**config.mk**
```make
export PLATFORM = sky130hd
export DESIGN_NAME = bmp_stream_reader
export DESIGN_NICKNAME = d
export VERILOG_FILES = /design/src/rtl/bmp_stream_reader.sv
export SDC_FILE = /design/constraint.sdc
export NUM_CORES = 1
export LEC_CHECK = 0
export ABC_AREA = 1
export CORE_MARGIN = 1
export CORE_UTILIZATION = 60
export CTS_CLUSTER_SIZE = 10
export DETAILED_ROUTE_END_ITERATION = 8
export PLACE_DENSITY = 0.8
export SYNTH_ARGS = -nofsm -noshare
export SYNTH_HDL_FRONTEND = slang
export SYNTH_SLANG_ARGS = --single-unit
```
**constraint.sdc**
```tcl
create_clock -name clk -period 3.12 [get_ports clk]
set_clock_uncertainty 0.05 [all_clocks]
set_input_delay 0.468 -clock clk [delete_from_list [all_inputs] [get_ports clk]]
set_output_delay 0.468 -clock clk [all_outputs]
set_load 0.03 [all_outputs]
```
**src/rtl/bmp_stream_reader.sv**
```systemverilog
// bmp_stream_reader: parses a BMP byte stream (54-byte header + 24-bit pixel rows),
// validates the header, and emits one R/G/B pixel per handshake with padding stripped.
module bmp_stream_reader #(
  parameter int unsigned MAX_WIDTH      = 1024,
  parameter int unsigned MAX_HEIGHT     = 1024,
  parameter int unsigned BMP_HEADER_NUM = 54
) (
  input  logic        clk,
  input  logic        rst_n,
  input  logic        clear,
  input  logic [7:0]  in_data,
  input  logic        in_valid,
  output logic        in_ready,
  output logic [7:0]  R,
  output logic [7:0]  G,
  output logic [7:0]  B,
  output logic        pix_valid,
  input  logic        pix_ready,
  output logic        sof,
  output logic        eol,
  output logic        eof,
  output logic [15:0] width,
  output logic [15:0] height,
  output logic        hdr_error
);

  localparam int unsigned HCNT_W = $clog2(BMP_HEADER_NUM);
  localparam int unsigned DIM_W  = 16;

  typedef enum logic [2:0] {
    ST_HEADER,
    ST_PIXELS,
    ST_PAD,
    ST_DONE,
    ST_ERROR
  } state_t;

  state_t r_state;
  state_t w_state_nxt;

  logic              r_started;
  logic [HCNT_W-1:0] r_hcnt;
  logic [15:0]       r_magic;
  logic [15:0]       r_bpp;
  logic [31:0]       r_offset;
  logic [31:0]       r_hdr_w;
  logic [31:0]       r_hdr_h;
  logic [31:0]       r_comp;
  logic [1:0]        r_phase;
  logic [1:0]        r_pad;
  logic [7:0]        r_b_hold;
  logic [7:0]        r_g_hold;
  logic [DIM_W-1:0]  r_col;
  logic [DIM_W-1:0]  r_row;
  logic [DIM_W-1:0]  r_width;
  logic [DIM_W-1:0]  r_height;
  logic [7:0]        r_red;
  logic [7:0]        r_grn;
  logic [7:0]        r_blu;
  logic              r_pix_valid;
  logic              r_sof;
  logic              r_eol;
  logic              r_eof;
  logic              r_hdr_error;

  logic        w_in_ready;
  logic        w_acc;
  logic        w_hdr_last;
  logic        w_hdr_ok;
  logic        w_last_col;
  logic        w_last_row;
  logic        w_has_pad;
  logic        w_pad_last;
  int unsigned w_hidx;

  assign w_hidx     = 32'(r_hcnt);
  assign w_hdr_last = (r_hcnt == HCNT_W'(BMP_HEADER_NUM - 1));
  assign w_hdr_ok   = (r_magic == 16'h4D42) &&
                      (r_offset == 32'(BMP_HEADER_NUM)) &&
                      !r_hdr_w[31] && (r_hdr_w != 32'd0) && (r_hdr_w <= 32'(MAX_WIDTH)) &&
                      !r_hdr_h[31] && (r_hdr_h != 32'd0) && (r_hdr_h <= 32'(MAX_HEIGHT)) &&
                      (r_bpp == 16'd24) && (r_comp == 32'd0);
  assign w_last_col = (r_col == r_width - DIM_W'(1));
  assign w_last_row = (r_row == r_height - DIM_W'(1));
  assign w_has_pad  = (r_width[1:0] != 2'd0);
  assign w_pad_last = (r_pad == r_width[1:0] - 2'd1);

  // Input handshake: pixel bytes need room in the single-entry output register
  always_comb begin
    w_in_ready = 1'b0;
    case (r_state)
      ST_HEADER, ST_PAD, ST_ERROR: w_in_ready = 1'b1;
      ST_PIXELS:                   w_in_ready = !r_pix_valid || pix_ready;
      default:                     w_in_ready = 1'b0;
    endcase
    if (!r_started || clear) w_in_ready = 1'b0;
  end

  assign w_acc = in_valid && w_in_ready;

  // State register plus a flag that holds in_ready low until the first cycle out of reset
  always_ff @(posedge clk or negedge rst_n) begin
    if (!rst_n) begin
      r_state   <= ST_HEADER;
      r_started <= 1'b0;
    end else begin
      r_state   <= w_state_nxt;
      r_started <= 1'b1;
    end
  end

  // Next-state logic; clear overrides everything
  always_comb begin
    w_state_nxt = r_state;
    case (r_state)
      ST_HEADER: begin
        if (w_acc && w_hdr_last) w_state_nxt = w_hdr_ok ? ST_PIXELS : ST_ERROR;
      end
      ST_PIXELS: begin
        if (w_acc && (r_phase == 2'd2) && w_last_col) begin
          if (w_has_pad)       w_state_nxt = ST_PAD;
          else if (w_last_row) w_state_nxt = ST_DONE;
        end
      end
      ST_PAD: begin
        if (w_acc && w_pad_last) w_state_nxt = w_last_row ? ST_DONE : ST_PIXELS;
      end
      ST_DONE: begin
        if (!r_pix_valid || pix_ready) w_state_nxt = ST_HEADER;
      end
      ST_ERROR: w_state_nxt = ST_ERROR;
      default:  w_state_nxt = ST_HEADER;
    endcase
    if (clear) w_state_nxt = ST_HEADER;
  end

  // Header capture, pixel assembly, output register and frame counters
  always_ff @(posedge clk or negedge rst_n) begin
    if (!rst_n) begin
      r_hcnt      <= '0;
      r_magic     <= '0;
      r_bpp       <= '0;
      r_offset    <= '0;
      r_hdr_w     <= '0;
      r_hdr_h     <= '0;
      r_comp      <= '0;
      r_phase     <= '0;
      r_pad       <= '0;
      r_b_hold    <= '0;
      r_g_hold    <= '0;
      r_col       <= '0;
      r_row       <= '0;
      r_width     <= '0;
      r_height    <= '0;
      r_red       <= '0;
      r_grn       <= '0;
      r_blu       <= '0;
      r_pix_valid <= 1'b0;
      r_sof       <= 1'b0;
      r_eol       <= 1'b0;
      r_eof       <= 1'b0;
      r_hdr_error <= 1'b0;
    end else if (clear) begin
      r_hcnt      <= '0;
      r_phase     <= '0;
      r_pad       <= '0;
      r_col       <= '0;
      r_row       <= '0;
      r_pix_valid <= 1'b0;
      r_hdr_error <= 1'b0;
    end else begin
      if (r_pix_valid && pix_ready) r_pix_valid <= 1'b0;
      if (w_acc) begin
        case (r_state)
          ST_HEADER: begin
            case (w_hidx)
              0:  r_magic[7:0]    <= in_data;
              1:  r_magic[15:8]   <= in_data;
              10: r_offset[7:0]   <= in_data;
              11: r_offset[15:8]  <= in_data;
              12: r_offset[23:16] <= in_data;
              13: r_offset[31:24] <= in_data;
              18: r_hdr_w[7:0]    <= in_data;
              19: r_hdr_w[15:8]   <= in_data;
              20: r_hdr_w[23:16]  <= in_data;
              21: r_hdr_w[31:24]  <= in_data;
              22: r_hdr_h[7:0]    <= in_data;
              23: r_hdr_h[15:8]   <= in_data;
              24: r_hdr_h[23:16]  <= in_data;
              25: r_hdr_h[31:24]  <= in_data;
              28: r_bpp[7:0]      <= in_data;
              29: r_bpp[15:8]     <= in_data;
              30: r_comp[7:0]     <= in_data;
              31: r_comp[15:8]    <= in_data;
              32: r_comp[23:16]   <= in_data;
              33: r_comp[31:24]   <= in_data;
              default: ;
            endcase
            if (w_hdr_last) begin
              r_hcnt <= '0;
              if (w_hdr_ok) begin
                r_width  <= r_hdr_w[DIM_W-1:0];
                r_height <= r_hdr_h[DIM_W-1:0];
                r_col    <= '0;
                r_row    <= '0;
                r_phase  <= '0;
                r_pad    <= '0;
              end else begin
                r_hdr_error <= 1'b1;
              end
            end else begin
              r_hcnt <= r_hcnt + HCNT_W'(1);
            end
          end
          ST_PIXELS: begin
            case (r_phase)
              2'd0: begin
                r_b_hold <= in_data;
                r_phase  <= 2'd1;
              end
              2'd1: begin
                r_g_hold <= in_data;
                r_phase  <= 2'd2;
              end
              default: begin
                r_red       <= in_data;
                r_grn       <= r_g_hold;
                r_blu       <= r_b_hold;
                r_pix_valid <= 1'b1;
                r_sof       <= (r_col == '0) && (r_row == '0);
                r_eol       <= w_last_col;
                r_eof       <= w_last_col && w_last_row;
                r_phase     <= 2'd0;
                if (w_last_col) begin
                  r_col <= '0;
                  if (!w_has_pad && !w_last_row) r_row <= r_row + DIM_W'(1);
                end else begin
                  r_col <= r_col + DIM_W'(1);
                end
              end
            endcase
          end
          ST_PAD: begin
            if (w_pad_last) begin
              r_pad <= '0;
              if (!w_last_row) r_row <= r_row + DIM_W'(1);
            end else begin
              r_pad <= r_pad + 2'd1;
            end
          end
          default: ;
        endcase
      end
    end
  end

  assign in_ready  = w_in_ready;
  assign R         = r_red;
  assign G         = r_grn;
  assign B         = r_blu;
  assign pix_valid = r_pix_valid;
  assign sof       = r_sof;
  assign eol       = r_eol;
  assign eof       = r_eof;
  assign width     = r_width;
  assign height    = r_height;
  assign hdr_error = r_hdr_error;

endmodule

```
==> results of run 1 <==
==> critical path, cell delays in order, from the launching register on <==
cell and delay [ns]:
dfrtp_1 0.44, inv_2 0.13, ha_2 0.28, nand3_2 0.17
nor2_2 0.23, nand2_1 0.08, nand2_1 0.09, nand2_1 0.05
nor2_1 0.08, nand2_1 0.05, nor2_1 0.08, nand3_1 0.17
and2_4 0.22, nor2_8 0.25, nand2_8 0.13, nand2_1 0.10
nand2_1 0.05
==> kinds of logic after synthesis <==
group,count (synthesis),share of synthesized area
xor+xnor,50,0.0327
buf+inv,241,0.0689
mux,5,0.00407
compound gates,260,0.0962
flops,283,0.512
fa+ha+maj,10,0.00905
simple gates,894,0.277
other cells,1,0.000271
==> worst min-delay path by stage <==
stage | startpoint | endpoint | slack [ns] | depth (start not counted)
6_report | r_g_hold[3] | G[3] | 0.42 | 2
5_1_grt | r_g_hold[5] | G[5] | 0.44 | 2
4_1_cts | r_b_hold[4] | B[4] | 0.43 | 2
3_5_place_dp | r_g_hold[5] | G[5] | 0.41 | 2
3_3_place_gp | r_b_hold[4] | B[4] | 0.40 | 2
2_1_floorplan | rst_n | B[0] | 0.12 | 0
==> per-layer routing <==
metal / wire length, um / track usage / vias up
li1: - / - / 5692
met1: 14500 / 0.386 / 5495
met2: 16100 / 0.488 / 306
met3: 1440 / 0.0341 / 76
met4: 1060 / 0.110 / 0
met5: 0 / 0 / -
==> per-stage QoR <==
stage | util | worst slack, ns | hold WS (ns)
finish | 0.704 | 0.334 | 0.425
CTS | 0.701 | 0.0652 | 0.425
global route | 0.704 | 0.0388 | 0.439
global placement | 0.657 | 0.182 | 0.402
detailed placement | 0.657 | 0.0914 | 0.406
floorplan | - | 0.634 | 0.122
==> placed cells by master, fill, tap and decap left out, types with 22 or more instances in the layout <==
master | netlist | final
inv_1 | 171 | 171
xor2_1 | 33 | 33
dfrtp_1 | 283 | 283
nand2_1 | 511 | 511
o21ai_0 | 219 | 219
nand4_1 | 33 | 33
clkbuf_16 | 0 | 35
a21oi_1 | 24 | 24
nor3_1 | 22 | 22
clkdlybuf4s50_1 | 0 | 72
nor2_1 | 203 | 201
buf_4 | 1 | 24
nand3_1 | 66 | 66
==> where the power goes <==
group	leakage (nW)	switching [mW]	total [mW]	internal, mW
Clock	0.487	1.44	3.60	2.16
Combinational	3.52	0.306	0.432	0.127
Sequential	3.63	0.0529	3.84	3.79
Total	7.64	1.80	7.87	6.08
==> timing repair <==
| item | CTS | global route |
|---|---|---|
| endpoints found under the setup margin | 0 | 16 |
| gates resized for setup | 0 | 4 |
| hold buffers | 1 | 0 |
| endpoints found under the hold margin | 86 | 0 |
| setup buffers | 0 | 5 |
==> cell type report <==
cell class	count	share of cell area
sequential	283	0.444
multi-input combinational	1220	0.365
timing repair buffer	103	0.0643
clock buffer	39	0.0577
inverter	179	0.0421
tap	285	0.0224
clock inverter	4	0.00424
==> flip-flops by register name, indices dropped and copies added, names as in the netlist, 2 cells and up <==
signal and flops:
width 16, r_hcnt 6, G 8, height 16
r_state 3, r_comp 32, r_g_hold 8, r_offset 32
B 8, r_b_hold 8, r_row 16, r_hdr_w 32
r_bpp 16, r_pad 2, r_col 16, r_magic 16
R 8, r_phase 2, r_hdr_h 32
==> metrics.cfg, run 1 <==
[outcome]
outcome = finished clean

[drt]
via_per_inst = 5.48
routed_wl_um = 33100
drt_pass1_iterations = 5
dr.first_iter.drc_count = 805
avgRoutedWirePerCell_um = 15.7
remaining_drc_errors = 0
antenna_left = 0
vias = 11600

[timing]
fmax_mhz = 359
period_needed_ns = 2.79
rsz0062_at_grt = false
hold_violations = 0
tns_ns = 0
worst_pin_slew_ns = 0.944
setup_viol = 0
final-max-slew-violation-count = 0
max_slew_margin = 0.369
post-route-period-util = 0.893

[yosys]
syn_inst = 1744
syn-num-nets = 1767
synth_top_area_share = 0.512
synth-seq-cells = 283
synth_cell_types = 48
synth_area_mm2 = 0.0138
ys_warn_count = 0
synth_common_cells = 511 x nand2_1, 283 x dfrtp_1, 219 x o21ai_0
ys_seq_area_frac = 0.512
synthFlopType = dfrtp_1
yosys.cell_count.top_type = nand2_1
syn_avg_cell_area_um2 = 7.93
synth_area_leaders = dfrtp_1 51%, nand2_1 14%, o21ai_0 7.9%
synth_edf_count = 0
synth_top_cell_by_area = dfrtp_1
async_flop_share = 1.00

[setup_path]
crit_end = r_row[3]
crit_start = width[0]
r2r_slack_ns = 0.33
cp-start-kind = register
crit_required_ns = 3.46
cp.arrival_ns = 3.13
crit_fanout = 16
r2r-start = width[0]
critPathCaptureType = register
worstSetupPathType = register to register
rr_endpoint = r_row[3]
ff2ff_path_depth = 16

[global_route]
grt_pass1_wl_um = 54700
track_usage = 0.289
grt_max_degree = 93
antenna_found_initial = 0
grt_pass1_vias = 11100
grt_overflow_total = 0

[final_layout]
nets = 1845
stdcell_area_mm2 = 0.0159
diodes = 0
multi_input_area_mm2 = 0.00582
register_area_mm2 = 0.00708
fill_cells = 1753
drive_gt1_frac = 0.0667
final_cells = 2113
area_delta_synth_final_pct = 15.3

[power]
powerDensity_mw_per_mm2 = 494
power_mw = 7.87
p_leak_nw = 7.64
ir_worst_vdd_v = 0.000427

[clock_network]
cts_max_level = 2
numCtsBuffers = 35
worstSkewPairLatency_ns = 0.51
cts_num_sinks = 283
cts_root_buf = clkbuf_16
cts_tree = yes
clock_path_buffers = 3
clkTransAtPathRegs_ns = 0.05

[floorplan]
pin_count = 75
die_y_um = 154
die-area_mm2 = 0.0237
initial_core_util = 0.611
die_w_um = 154
core_mm2 = 0.0226
rows = 55

[placement]
gp_congestion = 0.916
hpwl_um = 22100
placed_cells = 2064
placed_cell_area_mm2 = 0.0149
io_buffers = 74

[job]
cap_violations = 0

[hold_path]
min_path_type = register to register

No activity file was read; power rests on OpenSTA's default activity.
==> run 2: changes to the inputs <==
--- a/config.mk
+++ b/config.mk
@@ -6,8 +6,9 @@
 export NUM_CORES = 1
 export LEC_CHECK = 0
 export ABC_AREA = 1
-export CORE_MARGIN = 1
+export CORE_MARGIN = 3
 export CORE_UTILIZATION = 60
+export CTS_CLUSTER_DIAMETER = 50
 export CTS_CLUSTER_SIZE = 10
 export DETAILED_ROUTE_END_ITERATION = 8
 export PLACE_DENSITY = 0.8
==> run 2 against run 1 <==
Critical path depth did not move; first-iteration DRC count grew 23%; via count up 1.3%; global-route usage fell by 1.1 points; critical path type unchanged; non-clock buffer count fell by 7; maximum frequency is 3.7% lower; clock power rose by 4%; die area increased by 5.3%; utilization increased by 1.2 points; sequential power barely moved; combinational power fell by 3%; sequential cell count did not move.
==> metrics.cfg, run 2 (synthesized netlist as in run 1, its figures left out) <==
[floorplan]
initial_core_util = 0.622  ; +0.0113
die_y_um = 158  ; +2.6%
pin_count = 75  ; unchanged
core_mm2 = 0.0222  ; -1.8%
rows = 54  ; -1.8%
die-area_mm2 = 0.0249  ; +5.3%
die_w_um = 158  ; +2.6%

[setup_path]
worstSetupPathType = register to register
crit_fanout = 17  ; +1
critPathCaptureType = register
cp_common_cell = nand2_1
cp-start-kind = register
slowest_stage = dfrtp_1
cp.arrival_ns = 3.25  ; +0.12 ns
crit_family = simple AND/OR/NAND/NOR gates
path_cells = inv_2 > ha_2 > nand3_2 > nor2_2 > nand2_1 > nand2_1 > nand2_1 > nor2_1 > nand2_1 > nor2_1 > nand3_1 > and2_4 > nor2_8 > nand2_8 > nand2_1 > nand2_1
slowest_delay_ns = 0.45  ; about the same
cp_num_buf_inv = 1  ; unchanged
crit_required_ns = 3.48  ; +0.02 ns

[final_layout]
fill_cells = 1672  ; -4.6%
register_area_mm2 = 0.00708  ; unchanged
drive_gt1_frac = 0.0642  ; -0.00256
diodes = 0  ; unchanged
final_cells = 2103  ; -0.47%
nets = 1839  ; -0.33%
multi_input_area_mm2 = 0.00582  ; about the same
area_delta_synth_final_pct = 15.1
final_common_cell = nand2_1
layout_common_cells = 511 x nand2_1, 283 x dfrtp_1, 219 x o21ai_0, 201 x nor2_1, 171 x inv_1

[placement]
hpwl_um = 22200  ; +0.72%
gp_congestion = 0.937  ; +2.3%
io_buffers = 74  ; unchanged
placed_cells = 2057  ; -0.34%

[clock_network]
clock_path_buffers = 3  ; unchanged
clkTransAtPathRegs_ns = 0.05  ; about the same
cts_max_level = 2  ; unchanged
numCtsBuffers = 36  ; +2.9%
cts_tree = yes
cts_root_buf = clkbuf_16
cts_num_sinks = 283  ; unchanged
worstSkewPairLatency_ns = 0.53  ; +0.02 ns
postCtsSetupBuffers = 0  ; unchanged

[power]
p_leak_nw = 7.61  ; -0.43%
ir_worst_vdd_v = 0.000392  ; -8.4%
powerDensity_mw_per_mm2 = 503  ; +1.8%
switchingPower_mw = 1.89  ; +4.9%
power_mw = 8.00  ; +1.6%
seqPwrFrac = 0.480  ; -0.008
switching_share = 0.236  ; +0.00751
power.share.clock = 0.468  ; +0.011
pwr-share-comb = 0.052  ; -0.003
p_int_mw = 6.12  ; +0.61%

[global_route]
antenna_found_initial = 0  ; unchanged
grt_overflow_total = 0  ; unchanged
track_usage = 0.279  ; -0.0108
grt_max_degree = 84  ; -9.7%
grt_pass1_vias = 11500  ; +3.5%
grt_pass1_wl_um = 56100  ; +2.5%

[drt]
remaining_drc_errors = 0  ; unchanged
vias = 11700  ; +1.3%
drt_pass1_iterations = 5  ; unchanged
antenna_left = 0  ; unchanged
avgRoutedWirePerCell_um = 16.0  ; +2.0%
dr.first_iter.drc_count = 992  ; +23%
via_per_inst = 5.57  ; +1.7%
routed_wl_um = 33600  ; +1.5%

[timing]
period_needed_ns = 2.89  ; +0.106 ns
hold_violations = 0  ; unchanged
post-route-period-util = 0.927  ; +0.0341
fmax_mhz = 346  ; -3.7%
max_slew_margin = 0.327  ; -0.0419
setup_viol = 0  ; unchanged
worst_pin_slew_ns = 1.01  ; +0.0626 ns
final-max-slew-violation-count = 0  ; unchanged

[job]
cap_violations = 0  ; unchanged

[hold_path]
min_path_type = register to register

[outcome]
outcome = finished clean

==> run 2: changes by cell type in the layout (fill, tap and decap cells not counted) <==
cell | before | now
buf_12 | 5 | 4
buf_4 | 24 | 18
clkbuf_16 | 35 | 37
clkbuf_8 | 3 | 0
clkinv_16 | 0 | 1
clkinv_2 | 0 | 1
clkinv_8 | 0 | 1
clkinvlp_4 | 0 | 1
inv_16 | 1 | 0
nand2_2 | 8 | 9
nand2_4 | 1 | 0
==> run 2: what timing repair did <==
action | CTS | global route
gates resized for setup | 0 | 3
setup endpoints to repair | 0 | 16
endpoints found under the hold margin | 77 | 0
hold buffers | 1 | 0
==> run 2: worst register-to-register path: stages, from the launching register on <==
cell,delay [ns]
dfrtp_1,0.45
inv_2,0.13
ha_2,0.28
nand3_2,0.17
nor2_2,0.23
nand2_1,0.08
nand2_1,0.09
nand2_1,0.05
nor2_1,0.08
nand2_1,0.05
nor2_1,0.09
nand3_1,0.19
and2_4,0.23
nor2_8,0.29
nand2_8,0.15
nand2_1,0.11
nand2_1,0.05
==> run 2: per-layer routing <==
layer,part of all wire,global-route usage,vias to the layer above
li1,-,-,5687
met1,0.43,0.362,5564
met2,0.49,0.473,376
met3,0.051,0.0432,87
met4,0.033,0.109,0
met5,0,0,-
==> run 2: cell type report <==
type,count,area share
clock buffers,38,0.0584
flip-flops and latches,283,0.445
clock inverters,7,0.00668
well taps,280,0.0220
repair buffers,96,0.0604
multi-input cells,1220,0.366
inverters,179,0.0422
==> run 2: final timing paths <==
path | slack [ns] | start | to | depth (start not counted)
setup / recovery | 0.23 | width[0] | r_row[4] | 16
hold / removal | 0.42 | r_b_hold[7] | B[7] | 2
setup reg to reg | 0.23 | width[0] | r_row[4] | 16
hold reg to reg | 0.42 | r_b_hold[7] | B[7] | 2
max in group asynchronous | 1.68 | rst_n | r_offset[21] | 3
min in group asynchronous | 0.46 | rst_n | height[2] | 2
==> run 2: power by group through the flow <==
| stage | sequential (mW) | combinational, mW | clock, mW |
|---|---|---|---|
| 2_1_floorplan | 3.89 | 0.218 | 0 |
| 3_3_place_gp | 3.90 | 0.399 | 0 |
| 3_5_place_dp | 3.90 | 0.413 | 0 |
| 4_1_cts | 3.84 | 0.418 | 3.80 |
| 5_1_grt | 3.85 | 0.466 | 3.96 |
| 6_report | 3.84 | 0.417 | 3.74 |
==> run 2: metrics by stage <==
| stage | utilization | area, um^2 | worst slack, ns | hold WS, ns | TNS (ns) |
|---|---|---|---|---|---|
| after floorplan | - | 13800 | 0.634 | 0.122 | 0 |
| after global placement | 0.669 | 14900 | 0.217 | 0.404 | 0 |
| after detailed placement | 0.669 | 14900 | 0.152 | 0.415 | 0 |
| after CTS | 0.716 | 15900 | 0.117 | 0.426 | 0 |
| after global routing | 0.716 | 15900 | -0.00146 | 0.437 | -0.00146 |
| final | 0.716 | 15900 | 0.228 | 0.422 | 0 |
